--- config.mk ---
export PLATFORM = sky130hd
export DESIGN_NAME = mem_stage_lsu_flat
export DESIGN_NICKNAME = d
export VERILOG_FILES = /design/src/rtl/mem_stage_lsu_if.sv /design/src/rtl/mem_stage_lsu.sv /design/src/flat_wrapper.sv
export SDC_FILE = /design/constraint.sdc
export NUM_CORES = 1
export LEC_CHECK = 0
export BUFFER_PORTS_ARGS = -buffer_cell sky130_fd_sc_hd__buf_2
export CAP_MARGIN = 20
export CELL_PAD_IN_SITES_DETAIL_PLACEMENT = 0
export CELL_PAD_IN_SITES_GLOBAL_PLACEMENT = 1
export CORE_MARGIN = 3
export CORE_UTILIZATION = 40
export CTS_BUF_LIST = sky130_fd_sc_hd__clkbuf_4
export DETAILED_ROUTE_END_ITERATION = 10
export PLACE_DENSITY = 0.94
export SLEW_MARGIN = 20
export SYNTH_ARGS = -nofsm -noshare
export SYNTH_HDL_FRONTEND = slang
export SYNTH_SLANG_ARGS = --single-unit
--- constraint.sdc ---
create_clock -name clk -period 4.12 [get_ports clk]
set_clock_uncertainty 0.2 [all_clocks]
set_input_delay 0.618 -clock clk [delete_from_list [all_inputs] [get_ports clk]]
set_output_delay 0.618 -clock clk [all_outputs]
set_load 0.03 [all_outputs]
--- src/rtl/mem_stage_lsu_if.sv ---
// Data-cache port of the MEM-stage load/store unit.
// The LSU is the master. The data cache, or a bench model of it, is the slave.
interface mem_stage_lsu_if;
    logic        dmem_read;
    logic        dmem_write;
    logic [31:0] dmem_address;
    logic [31:0] dmem_wdata;
    logic [3:0]  dmem_mbe;
    logic [31:0] dmem_rdata;
    logic        dmem_resp;

    modport master (
        output dmem_read, dmem_write, dmem_address, dmem_wdata, dmem_mbe,
        input  dmem_rdata, dmem_resp
    );

    modport slave (
        input  dmem_read, dmem_write, dmem_address, dmem_wdata, dmem_mbe,
        output dmem_rdata, dmem_resp
    );
endinterface

--- src/rtl/mem_stage_lsu.sv ---
// RV32I MEM-stage load/store unit: one data-cache transaction per memory op, pipeline stalled until dmem_resp.
// Optional build macro MISALIGN_TRAP_EN: misaligned half/word accesses skip the cache and flag misalign_o.
module mem_stage_lsu (
    input  logic        clk,
    input  logic        rst_n,
    input  logic        req_valid_i,
    input  logic        mem_read_d_i,
    input  logic        mem_write_d_i,
    input  logic [2:0]  load_funct3_i,
    input  logic [2:0]  store_funct3_i,
    input  logic [31:0] addr_i,
    input  logic [31:0] store_data_i,
    output logic        stall_o,
    output logic        done_o,
    output logic [31:0] load_data_o,
    output logic        misalign_o,
    mem_stage_lsu_if.master dmem
);

    typedef enum logic [1:0] {S_IDLE, S_BUSY, S_DONE} state_t;

    state_t      state_q, state_d;
    logic [1:0]  off_q, off_d;
    logic [2:0]  lf3_q, lf3_d;
    logic        is_load_q, is_load_d;
    logic        dmem_read_q, dmem_read_d;
    logic        dmem_write_q, dmem_write_d;
    logic [31:0] dmem_address_q, dmem_address_d;
    logic [31:0] dmem_wdata_q, dmem_wdata_d;
    logic [3:0]  dmem_mbe_q, dmem_mbe_d;
    logic [31:0] load_data_q, load_data_d;

    logic        start;
    logic [31:0] st_wdata;
    logic [3:0]  st_mbe;
    logic [7:0]  ld_byte;
    logic [15:0] ld_half;
    logic [31:0] load_ext;

    // Gating with rst_n keeps stall low while reset is held, even with a request pending.
    assign start = rst_n & req_valid_i & (mem_read_d_i | mem_write_d_i);

    // Store lanes are resolved at accept, so only the shifted data is kept.
    always_comb begin
        st_wdata = store_data_i;
        st_mbe   = 4'b1111;
        case (store_funct3_i)
            3'b000: begin
                st_wdata = store_data_i << {addr_i[1:0], 3'b000};
                st_mbe   = 4'b0001 << addr_i[1:0];
            end
            3'b001: begin
                st_wdata = store_data_i << {addr_i[1], 4'b0000};
                st_mbe   = 4'b0011 << {addr_i[1], 1'b0};
            end
            default: ;
        endcase
    end

    assign ld_byte = dmem.dmem_rdata[{off_q, 3'b000} +: 8];
    assign ld_half = dmem.dmem_rdata[{off_q[1], 4'b0000} +: 16];

    always_comb begin
        case (lf3_q)
            3'b000:  load_ext = {{24{ld_byte[7]}}, ld_byte};
            3'b100:  load_ext = {24'd0, ld_byte};
            3'b001:  load_ext = {{16{ld_half[15]}}, ld_half};
            3'b101:  load_ext = {16'd0, ld_half};
            default: load_ext = dmem.dmem_rdata;
        endcase
    end

`ifdef MISALIGN_TRAP_EN
    logic misalign_q, misalign_d;
    logic acc_byte, acc_half, misaligned;

    // A load with a read/write conflict is sized by its load funct3.
    assign acc_byte   = mem_read_d_i ? (load_funct3_i[1:0] == 2'b00) : (store_funct3_i == 3'b000);
    assign acc_half   = mem_read_d_i ? (load_funct3_i[1:0] == 2'b01) : (store_funct3_i == 3'b001);
    assign misaligned = acc_half ? addr_i[0] : (!acc_byte && (addr_i[1:0] != 2'b00));
    assign misalign_o = misalign_q;
`else
    assign misalign_o = 1'b0;
`endif

    always_comb begin
        state_d        = state_q;
        off_d          = off_q;
        lf3_d          = lf3_q;
        is_load_d      = is_load_q;
        dmem_read_d    = dmem_read_q;
        dmem_write_d   = dmem_write_q;
        dmem_address_d = dmem_address_q;
        dmem_wdata_d   = dmem_wdata_q;
        dmem_mbe_d     = dmem_mbe_q;
        load_data_d    = load_data_q;
`ifdef MISALIGN_TRAP_EN
        misalign_d     = misalign_q;
`endif
        stall_o        = 1'b0;
        case (state_q)
            S_IDLE: begin
                if (start) begin
                    stall_o        = 1'b1;
                    off_d          = addr_i[1:0];
                    lf3_d          = load_funct3_i;
                    is_load_d      = mem_read_d_i;
                    dmem_read_d    = mem_read_d_i;
                    dmem_write_d   = !mem_read_d_i;
                    dmem_address_d = {addr_i[31:2], 2'b00};
                    dmem_wdata_d   = mem_read_d_i ? 32'd0 : st_wdata;
                    dmem_mbe_d     = mem_read_d_i ? 4'd0 : st_mbe;
                    state_d        = S_BUSY;
`ifdef MISALIGN_TRAP_EN
                    if (misaligned) begin
                        dmem_read_d    = 1'b0;
                        dmem_write_d   = 1'b0;
                        dmem_address_d = 32'd0;
                        dmem_wdata_d   = 32'd0;
                        dmem_mbe_d     = 4'd0;
                        load_data_d    = 32'd0;
                        misalign_d     = 1'b1;
                        state_d        = S_DONE;
                    end
`endif
                end
            end
            S_BUSY: begin
                stall_o = 1'b1;
                if (dmem.dmem_resp) begin
                    dmem_read_d    = 1'b0;
                    dmem_write_d   = 1'b0;
                    dmem_address_d = 32'd0;
                    dmem_wdata_d   = 32'd0;
                    dmem_mbe_d     = 4'd0;
                    load_data_d    = is_load_q ? load_ext : 32'd0;
                    state_d        = S_DONE;
                end
            end
            S_DONE: begin
`ifdef MISALIGN_TRAP_EN
                misalign_d = 1'b0;
`endif
                state_d = S_IDLE;
            end
            default: state_d = S_IDLE;
        endcase
    end

    always_ff @(posedge clk or negedge rst_n) begin
        if (!rst_n) begin
            state_q        <= S_IDLE;
            off_q          <= 2'd0;
            lf3_q          <= 3'd0;
            is_load_q      <= 1'b0;
            dmem_read_q    <= 1'b0;
            dmem_write_q   <= 1'b0;
            dmem_address_q <= 32'd0;
            dmem_wdata_q   <= 32'd0;
            dmem_mbe_q     <= 4'd0;
            load_data_q    <= 32'd0;
`ifdef MISALIGN_TRAP_EN
            misalign_q     <= 1'b0;
`endif
        end else begin
            state_q        <= state_d;
            off_q          <= off_d;
            lf3_q          <= lf3_d;
            is_load_q      <= is_load_d;
            dmem_read_q    <= dmem_read_d;
            dmem_write_q   <= dmem_write_d;
            dmem_address_q <= dmem_address_d;
            dmem_wdata_q   <= dmem_wdata_d;
            dmem_mbe_q     <= dmem_mbe_d;
            load_data_q    <= load_data_d;
`ifdef MISALIGN_TRAP_EN
            misalign_q     <= misalign_d;
`endif
        end
    end

    assign done_o            = (state_q == S_DONE);
    assign load_data_o       = load_data_q;
    assign dmem.dmem_read    = dmem_read_q;
    assign dmem.dmem_write   = dmem_write_q;
    assign dmem.dmem_address = dmem_address_q;
    assign dmem.dmem_wdata   = dmem_wdata_q;
    assign dmem.dmem_mbe     = dmem_mbe_q;

endmodule

--- src/flat_wrapper.sv ---
// flat-port wrapper written by rule: the top's interface ports become plain ports
module mem_stage_lsu_flat 
  (clk, rst_n, req_valid_i, mem_read_d_i, mem_write_d_i, load_funct3_i, store_funct3_i, addr_i, store_data_i, stall_o, done_o, load_data_o, misalign_o, dmem_dmem_read, dmem_dmem_write, dmem_dmem_address, dmem_dmem_wdata, dmem_dmem_mbe, dmem_dmem_rdata, dmem_dmem_resp);
  mem_stage_lsu_if dmem_i ();
  input  logic clk;
  input  logic rst_n;
  input  logic req_valid_i;
  input  logic mem_read_d_i;
  input  logic mem_write_d_i;
  input  logic [2:0] load_funct3_i;
  input  logic [2:0] store_funct3_i;
  input  logic [31:0] addr_i;
  input  logic [31:0] store_data_i;
  output logic stall_o;
  output logic done_o;
  output logic [31:0] load_data_o;
  output logic misalign_o;
  output wire logic [$bits(dmem_i.dmem_read)-1:0] dmem_dmem_read;
  output wire logic [$bits(dmem_i.dmem_write)-1:0] dmem_dmem_write;
  output wire logic [$bits(dmem_i.dmem_address)-1:0] dmem_dmem_address;
  output wire logic [$bits(dmem_i.dmem_wdata)-1:0] dmem_dmem_wdata;
  output wire logic [$bits(dmem_i.dmem_mbe)-1:0] dmem_dmem_mbe;
  input wire logic [$bits(dmem_i.dmem_rdata)-1:0] dmem_dmem_rdata;
  input wire logic [$bits(dmem_i.dmem_resp)-1:0] dmem_dmem_resp;
  assign dmem_dmem_read = dmem_i.dmem_read;
  assign dmem_dmem_write = dmem_i.dmem_write;
  assign dmem_dmem_address = dmem_i.dmem_address;
  assign dmem_dmem_wdata = dmem_i.dmem_wdata;
  assign dmem_dmem_mbe = dmem_i.dmem_mbe;
  assign dmem_i.dmem_rdata = dmem_dmem_rdata;
  assign dmem_i.dmem_resp = dmem_dmem_resp;
  mem_stage_lsu u_core (.clk(clk), .rst_n(rst_n), .req_valid_i(req_valid_i), .mem_read_d_i(mem_read_d_i), .mem_write_d_i(mem_write_d_i), .load_funct3_i(load_funct3_i), .store_funct3_i(store_funct3_i), .addr_i(addr_i), .store_data_i(store_data_i), .stall_o(stall_o), .done_o(done_o), .load_data_o(load_data_o), .misalign_o(misalign_o), .dmem(dmem_i));
endmodule
# [After elaboration in Yosys (flattened, before gate mapping)]
# Index checks and enable logic that the tools add are counted.
[totals] out_inout_bits=105 ff_bits=110 input_bits=108
[classes] eq_ne=8 shifts=6 muxes=24 bitwise=3 n_reduce_logical=9
[op_table] op="one-hot mux 32 bit (2 select lines)" n=3
[op_table] op="2-to-1 mux 32 bit" n=5
[op_table] op="one-hot mux 32 bit (4 select lines)" n=1
[op_table] op="<< shifter 32 x 5 -> 32 bit" n=2
[op_table] op="indexed part select 32 x 6 -> 16 bit" n=1
[op_table] op="indexed part select 32 x 6 -> 8 bit" n=1
[op_table] op="one-hot mux 4 bit (2 select lines)" n=2
[op_table] op="2-to-1 mux 4 bit" n=3
[op_table] op="== test 3 x 1 -> 1 bit (second input constant)" n=2
[op_table] op="== test 3 bit (second input constant)" n=2
[op_table] op="logical NOT 3 bit" n=2
[op_table] op="one-hot mux 1 bit (2 select lines)" n=3
[op_table] op="AND reduction 2 bit" n=3
[op_table] op="2-to-1 mux 1 bit" n=4
[op_table] op="2-to-1 mux 2 bit" n=2
[op_table] op="one-hot mux 2 bit (2 select lines)" n=1
[op_table] op="<< shifter 1 x 2 -> 4 bit (first input constant)" n=1
[op_table] op="<< shifter 2 x 2 -> 4 bit (first input constant)" n=1
[op_table] op="AND reduction 3 bit" n=1
[op_table] op="AND 1 bit" n=2
[op_table] op="== test 2 x 1 -> 1 bit (second input constant)" n=1
[op_table] op="== test 2 bit (second input constant)" n=1
[op_table] op="logical NOT 2 bit" n=1
[op_table] op="!= test 2 x 1 -> 1 bit (second input constant)" n=1
[op_table] op="4 further kinds" n=4

# [Depth between registers and ports, before layout]
# Gate-level depths: netlist of the first run.
[depth] ltp_word=5 depth_mapped=8 mapped_depth_nobuf=6

# [Worst setup path before layout of the first run]
# No wires, ideal clock.
[synth_timing] path_kind="input to output" startpoint="input port mem_read_d_i" endpoint="output port stall_o" t_arrival_ns=1.695 slack_ns=1.607 cell_stages=5 path_buffers=2 cell_sequence="or2_2 -> and2_1 -> buf_2 -> buf_2 -> or2_1"
[synth_via] elab_chain_cells=4
[synth_rtl] item="from (decl)" line="flat_wrapper.sv:8" rtl="input logic mem_read_d_i;"
[synth_rtl] item="bitwise OR 1 bit" line="mem_stage_lsu.sv:41" rtl="assign start = rst_n & req_valid_i & (mem_read_d_i | mem_write_d_i);"
[synth_rtl] item="AND 1 bit" line="mem_stage_lsu.sv:41"
[synth_rtl] item="2-to-1 mux 1 bit" line="mem_stage_lsu.sv:103" rtl="if (start) begin"
[synth_rtl] item="one-hot mux 1 bit (2 select lines)" line="mem_stage_lsu.sv:101" rtl="case (state_q)"
[synth_rtl] item="to (decl)" line="flat_wrapper.sv:14" rtl="output logic stall_o;"
# Every way passes these cells.

# [Worst setup path after layout of the first run]
[layout_timing] startpoint="input port rst_n" endpoint="output port stall_o"
[layout_via] elab_chain_cells=4
[layout_rtl] item="from (decl)" line="flat_wrapper.sv:6" rtl="input logic rst_n;"
[layout_rtl] item="AND 1 bit (2 in a row)" line="mem_stage_lsu.sv:41"
[layout_rtl] item="2-to-1 mux 1 bit" line="mem_stage_lsu.sv:103"
[layout_rtl] item="one-hot mux 1 bit (2 select lines)" line="mem_stage_lsu.sv:101"
# Every way passes these cells.

==> results of run 1 <==
registers in the layout (all words and copies together) (netlist names):
register and count:
u_core.dmem.dmem_write 1, u_core.state_q 2, u_core.dmem.dmem_wdata 32, u_core.dmem.dmem_read 1
u_core.lf3_q 3, u_core.load_data_o 32, u_core.off_q 2, u_core.dmem.dmem_address 30
u_core.is_load_q 1, u_core.dmem.dmem_mbe 4
placed cells by master (no fill, tap or decap), types with 3 or more instances in the layout:
master / netlist / routed
nor2_1: 12 / 12
nor3_2: 2 / 3
o22ai_1: 3 / 3
o221ai_1: 12 / 12
a22o_1: 23 / 23
o21ai_0: 44 / 44
mux4_2: 3 / 3
buf_2: 19 / 208
a21oi_1: 13 / 12
a21boi_1: 9 / 9
a221o_1: 18 / 18
conb_1: 1 / 3
a32oi_1: 4 / 4
o32ai_1: 3 / 3
a22oi_1: 24 / 24
nand3_1: 7 / 7
a31oi_1: 8 / 8
o211ai_1: 3 / 3
o21ai_1: 25 / 25
mux2i_1: 3 / 3
a21o_1: 5 / 5
nand2b_1: 6 / 6
o31ai_1: 3 / 3
nand2_1: 87 / 86
o21a_1: 4 / 4
inv_1: 8 / 8
buf_4: 3 / 8
clkbuf_4: 0 / 10
o22a_1: 4 / 4
dfrtp_1: 108 / 108
power by group through the flow:
stage	clock [µW]	combinational [µW]	sequential [µW]
after floorplan	0	480	1970
after global placement	0	1370	1520
after detailed placement	0	1390	1530
after CTS	530	1400	1510
after global routing	574	1480	1550
final	516	1390	1510
worst register-to-register path, stage by stage, from the launching register on:
cell,delay [ps]
dfrtp_1,850
inv_2,150
mux4_2,380
nor4b_4,640
a221o_1,210
cells by family after synthesis:
family,share of synthesized area [%]
multiplexers,2.553
buffers and inverters,4.693
AO/OA/AOI/OAI,28.36
AND/OR/NAND/NOR,11.79
flip-flops,52.53
other,0.07289
through the flow:
stage               total power [µW]  setup WS [ps]  util (%)
detailed placement              2927           1523     50.98
global route                    3606          861.3     52.02
floorplan                       2447           1607         -
finish                          3414           1004     52.02
CTS                             3438          981.5     52.00
global placement                2892           1329     50.93
routing by layer:
metal | global-route usage, % | up-vias | share of wire [%]
li1 | - | 2273 | -
met1 | 28.46 | 2373 | 43
met2 | 33.98 | 226 | 48
met3 | 4.653 | 28 | 7.4
met4 | 8.447 | 0 | 2.4
met5 | 0 | - | 0
final cells by class:
type | instances | area (µm²) | share of cell area, %
antenna | 1 | 2.502 | 0.03907
clock buffer | 10 | 75.07 | 1.172
clock inverter | 3 | 41.29 | 0.6447
inverter | 11 | 41.29 | 0.6447
multi-input combinational | 353 | 2221 | 34.67
sequential | 108 | 2703 | 42.20
tap | 168 | 210.2 | 3.282
timing repair buffer | 217 | 1111 | 17.35
worst min-delay path by stage:
stage / start / to / slack [ps] / cells past startpoint
detailed placement: rst_n / u_core.dmem.dmem_read / 250 / 1
global route: addr_i[17] / u_core.dmem.dmem_address[17] / 120 / 3
finish: addr_i[17] / u_core.dmem.dmem_address[17] / 140 / 3
global placement: rst_n / u_core.state_q[1] / 240 / 1
CTS: addr_i[17] / u_core.dmem.dmem_address[17] / 120 / 3
floorplan: rst_n / u_core.dmem.dmem_address[10] / 120 / 0
==> results_dict.tcl, run 1 <==
set metrics [dict create \
    status "finished clean" \
    synthCells 512 \
    ys_warn_count 0 \
    switchingPower_uw 1456 \
    ys_seq_elements 108 \
    cts_sinks 108 \
    first_iter_violations 451 \
    antenna_left 0 \
    p_seq_share_pct 44.3 \
    fmax_mhz 321.0 \
    cp-start-kind "primary input" \
    dr.pass1.iters 5 \
    fill_cells 1180 \
    worst_ep_arrival_time_ps 2300 \
    yosysSeqAreaShare_pct 52.53 \
    combPwrFrac_pct 40.6 \
    tns_ps 0 \
    clk_pin_slew_ps 160 \
    slowest_stage "dlygate4sd3_1" \
    worst_r2r_path_depth 4 \
    grt_max_degree 72 \
    wl_per_cell_um 17.88 \
    worst_pin_slew_ps 1034 \
    slew_headroom_pct 30.71 \
    synth_area_leaders "dfrtp_1 53%, nand2_1 6.3%, o21ai_0 4.3%, a22o_1 3.9%, a221o_1 3.5%" \
    core_um2 12310 \
    fin_hold_ws_ps 143.1 \
    ys_types 53 \
    synth_enable_flop_cells 0 \
    initial_core_util_pct 41.79 \
    track_usage_pct 21.35 \
    cts_root_buf "clkbuf_4" \
    cts_tree "done" \
    vias_per_cell 5.626 \
    clock_power_share_pct 15.1 \
    insertion_delay_ps 460 \
    fin_cells 871 \
    cts.htree.levels 3 \
    maxCapViolations 0 \
    worstPathRequired_ps 3300 \
    finalHoldViolCount 0 \
    layout-drive-gt1-share_pct 35.33 \
    synth_commonest_cells "108 x dfrtp_1, 87 x nand2_1, 44 x o21ai_0" \
    powerDensity_nw_per_um2 533.0 \
    r2r-start "u_core.off_q[1]" \
    cts_setup_buffers 0 \
    placementRows 40 \
    grt_pass1_vias 4760 \
    swShare_pct 42.64 \
    grt_pass1_wl_um 24480 \
    max_stage_delay_ps 590 \
    placed_area_um2 6276 \
    cts_buffers 9 \
    routabilityCongestion 0.8243 \
    reg2reg_slack_ps 1630 \
    numPortBuffers 209 \
    crit_chain "dlygate4sd3_1, buf_4, nor4bb_1, and2_2, or2_1, buf_2" \
    internal_power_uw 1958 \
    drcViolationCount 0 \
    synthArstFlopShare_pct 100.0 \
    min_period_ps 3116 \
    synthFlopType "dfrtp_1" \
    fin_nets 808 \
    die_area_um2 14260 \
    synth.most_common_cell "dfrtp_1" \
    ios 213 \
    grt_overflow 0 \
    synth_top_cell_by_area "dfrtp_1" \
    timing.final.crit_share_pct 75.62 \
    holdCritPathClass "primary input to flop" \
    place_hpwl_um 11690 \
    grt_antenna_before_repair 1 \
    leakagePower_uw 0.003216 \
    crit_buf_inv 3 \
    clockBufferDepth 2 \
    irDropWorstVdd_uv 193.0 \
    slew_viol_final 0 \
    crit_cells 6 \
    cts-resized-gates 0 \
    endpoint "stall_o" \
    worstPathMaxFanout 10 \
    syn_area_per_cell_um2 10.05 \
    areaGrowthSynthToFinish_pct 24.49 \
    fp.dieW_um 119.4 \
    die_height_um 119.4 \
    syn_area_um2 5145 \
    wl_um 15570 \
    critical_path_class "primary input to output port" \
    cp_top_family "buffers and inverters" \
    synth_top_area_share_pct 52.53 \
    finalSetupViolCount 0 \
    finalInstanceArea_um2 6405 \
    cp-startpoint "rst_n" \
    hold_buffers 1 \
    rsz0062_at_grt "false" \
    via_count 4900 \
    placed_cells 856 \
    crit_path_end_kind "output port" \
    r2r-end "u_core.load_data_o[31]" \
]
Note: power is estimated with default switching activity, not from simulation.
==> inputs of run 2 (changes only) <==
--- a/config.mk
+++ b/config.mk
@@ -5,15 +5,16 @@
 export SDC_FILE = /design/constraint.sdc
 export NUM_CORES = 1
 export LEC_CHECK = 0
+export ABC_AREA = 1
 export BUFFER_PORTS_ARGS = -buffer_cell sky130_fd_sc_hd__buf_2
 export CAP_MARGIN = 20
 export CELL_PAD_IN_SITES_DETAIL_PLACEMENT = 0
 export CELL_PAD_IN_SITES_GLOBAL_PLACEMENT = 1
 export CORE_MARGIN = 3
-export CORE_UTILIZATION = 40
+export CORE_UTILIZATION = 35
 export CTS_BUF_LIST = sky130_fd_sc_hd__clkbuf_4
 export DETAILED_ROUTE_END_ITERATION = 10
-export PLACE_DENSITY = 0.94
+export PLACE_DENSITY = 0.87
 export SLEW_MARGIN = 20
 export SYNTH_ARGS = -nofsm -noshare
 export SYNTH_HDL_FRONTEND = slang
==> constraint.sdc (replaced) <==
create_clock -name clk -period 3 [get_ports clk]
set_clock_uncertainty 0.2 [all_clocks]
set_input_delay 0.45 -clock clk [delete_from_list [all_inputs] [get_ports clk]]
set_output_delay 0.45 -clock clk [all_outputs]
set_load 0.03 [all_outputs]
==> run 2 against run 1 <==
- register-to-register slack got worse by 790 ps
- non-clock buffer count rose by 43
- via count rose by 22%
- critical path type unchanged
==> results_dict.tcl, run 2 <==
set metrics [dict create \
    areaGrowthSynthToFinish_pct 31.57 \
    final_common_cell "nand2_1" \
    dr.pass1.iters 5 \
    synth_top_area_share_pct 48.33 \
    fmax_mhz 371.8 \
    hold_depth 4 \
    grt_pass1_vias 5735 \
    worstPathMaxFanout 28 \
    drcViolationCount 0 \
    worst_ep_arrival_time_ps 2040 \
    crit_chain "dlygate4sd3_1, buf_4, nand2_1, nor2_4, nand2_2, buf_4, nand2_1, buf_2" \
    vias_per_cell 4.964 \
    finalHoldViolCount 0 \
    cts_root_buf "clkbuf_4" \
    max_stage_delay_ps 540 \
    fp.dieW_um 132.4 \
    crit_buf_inv 4 \
    clockBufferDepth 2 \
    synth_area_leaders "dfrtp_1 48%, nand2_1 19%, nand3_1 12%, nor2_1 3.3%, a21oi_1 2.9%" \
    holdCritPathClass "primary input to flop" \
    layout-drive-gt1-share_pct 25.55 \
    tns_ps 0 \
    via_count 6001 \
    worst_r2r_path_depth 7 \
    grt_pass1_wl_um 29740 \
    fill_cells 1661 \
    fin_nets 1101 \
    num_antenna_cells 0 \
    finalSetupViolCount 0 \
    cts.htree.levels 3 \
    slew_headroom_pct 58.05 \
    pre_cts_slack_ps 748.3 \
    grt_antenna_before_repair 0 \
    ys_seq_elements 108 \
    slowest_stage "dlygate4sd3_1" \
    cp-start-kind "primary input" \
    die_height_um 132.4 \
    ys_types 22 \
    leakagePower_uw 0.004214 \
    worst_pin_slew_ps 629.3 \
    cts_sinks 108 \
    grt_max_degree 117 \
    yosysSeqAreaShare_pct 48.33 \
    synth_commonest_cells "282 x nand2_1, 139 x nand3_1, 108 x dfrtp_1" \
    cp_top_family "buffers and inverters" \
    min_period_ps 2690 \
    track_usage_pct 20.94 \
    irDropWorstVdd_uv 329.9 \
    cts-resized-gates 0 \
    ys_warn_count 0 \
    cts_tree "done" \
    critical_path_class "primary input to output port" \
    synthFlopType "dfrtp_1" \
    synth_enable_flop_cells 0 \
    worstPathRequired_ps 2350 \
    antenna_left 0 \
    syn_area_per_cell_um2 7.252 \
    placementRows 45 \
    synth.most_common_cell "nand2_1" \
    crit_path_end_kind "output port" \
    final_cell_mix "282 x nand2_1, 208 x buf_2, 138 x nand3_1" \
    powerDensity_nw_per_um2 677.9 \
    initial_core_util_pct 36.24 \
    rsz0062_at_grt "false" \
    cts_setup_buffers 0 \
    maxCapViolations 0 \
    ios 213 \
    clk_pin_slew_ps 170 \
    first_iter_violations 508 \
    core_um2 15430 \
    wl_um 18520 \
    slew_viol_final 0 \
    wl_per_cell_um 15.31 \
    crit_cells 8 \
    regArea_um2 2703 \
    grt_overflow 0 \
    status "finished clean" \
    multi_input_area_um2 2542 \
    syn_area_um2 5592 \
    synth_top_cell_by_area "dfrtp_1" \
    synthCells 771 \
    place_hpwl_um 12620 \
    cts_buffers 9 \
    worst_slack_ps 310.4 \
    insertion_delay_ps 490 \
    die_area_um2 17530 \
    numPortBuffers 209 \
    synthArstFlopShare_pct 100.0 \
    timing.final.crit_share_pct 89.65 \
    routabilityCongestion 0.8553 \
]
run 2: report_power, final:
part           switching, µW  leakage [µW]  internal [µW]  total, µW
clock network            536     0.0000711            265        801
registers                239       0.00140           1830       2070
logic                   1500       0.00274            623       2120
total                   2270       0.00421           2710       4990
run 2: cell type report:
| class | instances | area share [%] |
|---|---|---|
| clock buffer | 9 | 0.9184 |
| clock inverter | 7 | 1.105 |
| inverter | 38 | 1.939 |
| multi-input combinational | 576 | 34.56 |
| sequential | 108 | 36.73 |
| tap | 211 | 3.588 |
| timing repair buffer | 260 | 21.16 |
run 2: routing by layer:
layer | vias up | share of wire, % | track usage [%]
met5 | - | 0 | 0
met4 | 0 | 3.0 | 8.430
met3 | 35 | 6.1 | 3.626
met2 | 245 | 46 | 33.89
met1 | 2780 | 44 | 27.93
li1 | 2941 | - | -
run 2: worst paths after layout:
check                                      startpoint                     end  slack, ps
worst max-delay path                            rst_n                 stall_o        310
min in group asynchronous                       rst_n   u_core.load_data_o[4]        380
worst min register to register  u_core.load_data_o[6]   u_core.load_data_o[6]        290
max in group asynchronous                       rst_n  u_core.load_data_o[28]       1710
worst min-delay path               dmem_dmem_rdata[5]   u_core.load_data_o[5]         30
worst max register to register        u_core.off_q[1]  u_core.load_data_o[23]        840
run 2: repair_timing:
item | CTS | global route
hold buffers | 40 | 0
hold endpoints to repair | 147 | 0
endpoints found under the setup margin | 0 | 0
run 2: logic make-up after synthesis:
family,synth area share (%)
mux,0.2014
compound gates,7.876
other cells,0.06706
buf+inv,6.601
simple gates,36.92
flops,48.33
run 2: worst reg2reg max path: stages (launching register included):
cell and delay [ps]:
dfrtp_1 550, inv_2 200, o211ai_1 140, nand2_1 100
nand2_2 160, nand3_1 450, nand2_1 210, nand2_1 60
run 2: stage by stage:
step           hold WS, ps  util, %  area [µm²]  power, µW  std cells
2_1_floorplan       -45.59        -        5599       3472        773
3_3_place_gp         257.4    44.13        6808       4177       1153
3_5_place_dp         261.9    44.13        6808       4193       1153
4_1_cts             0.4057    47.69        7357       5033       1209
5_1_grt              3.636    47.69        7357       5300       1209
6_report             27.06    47.69        7357       4987       1209
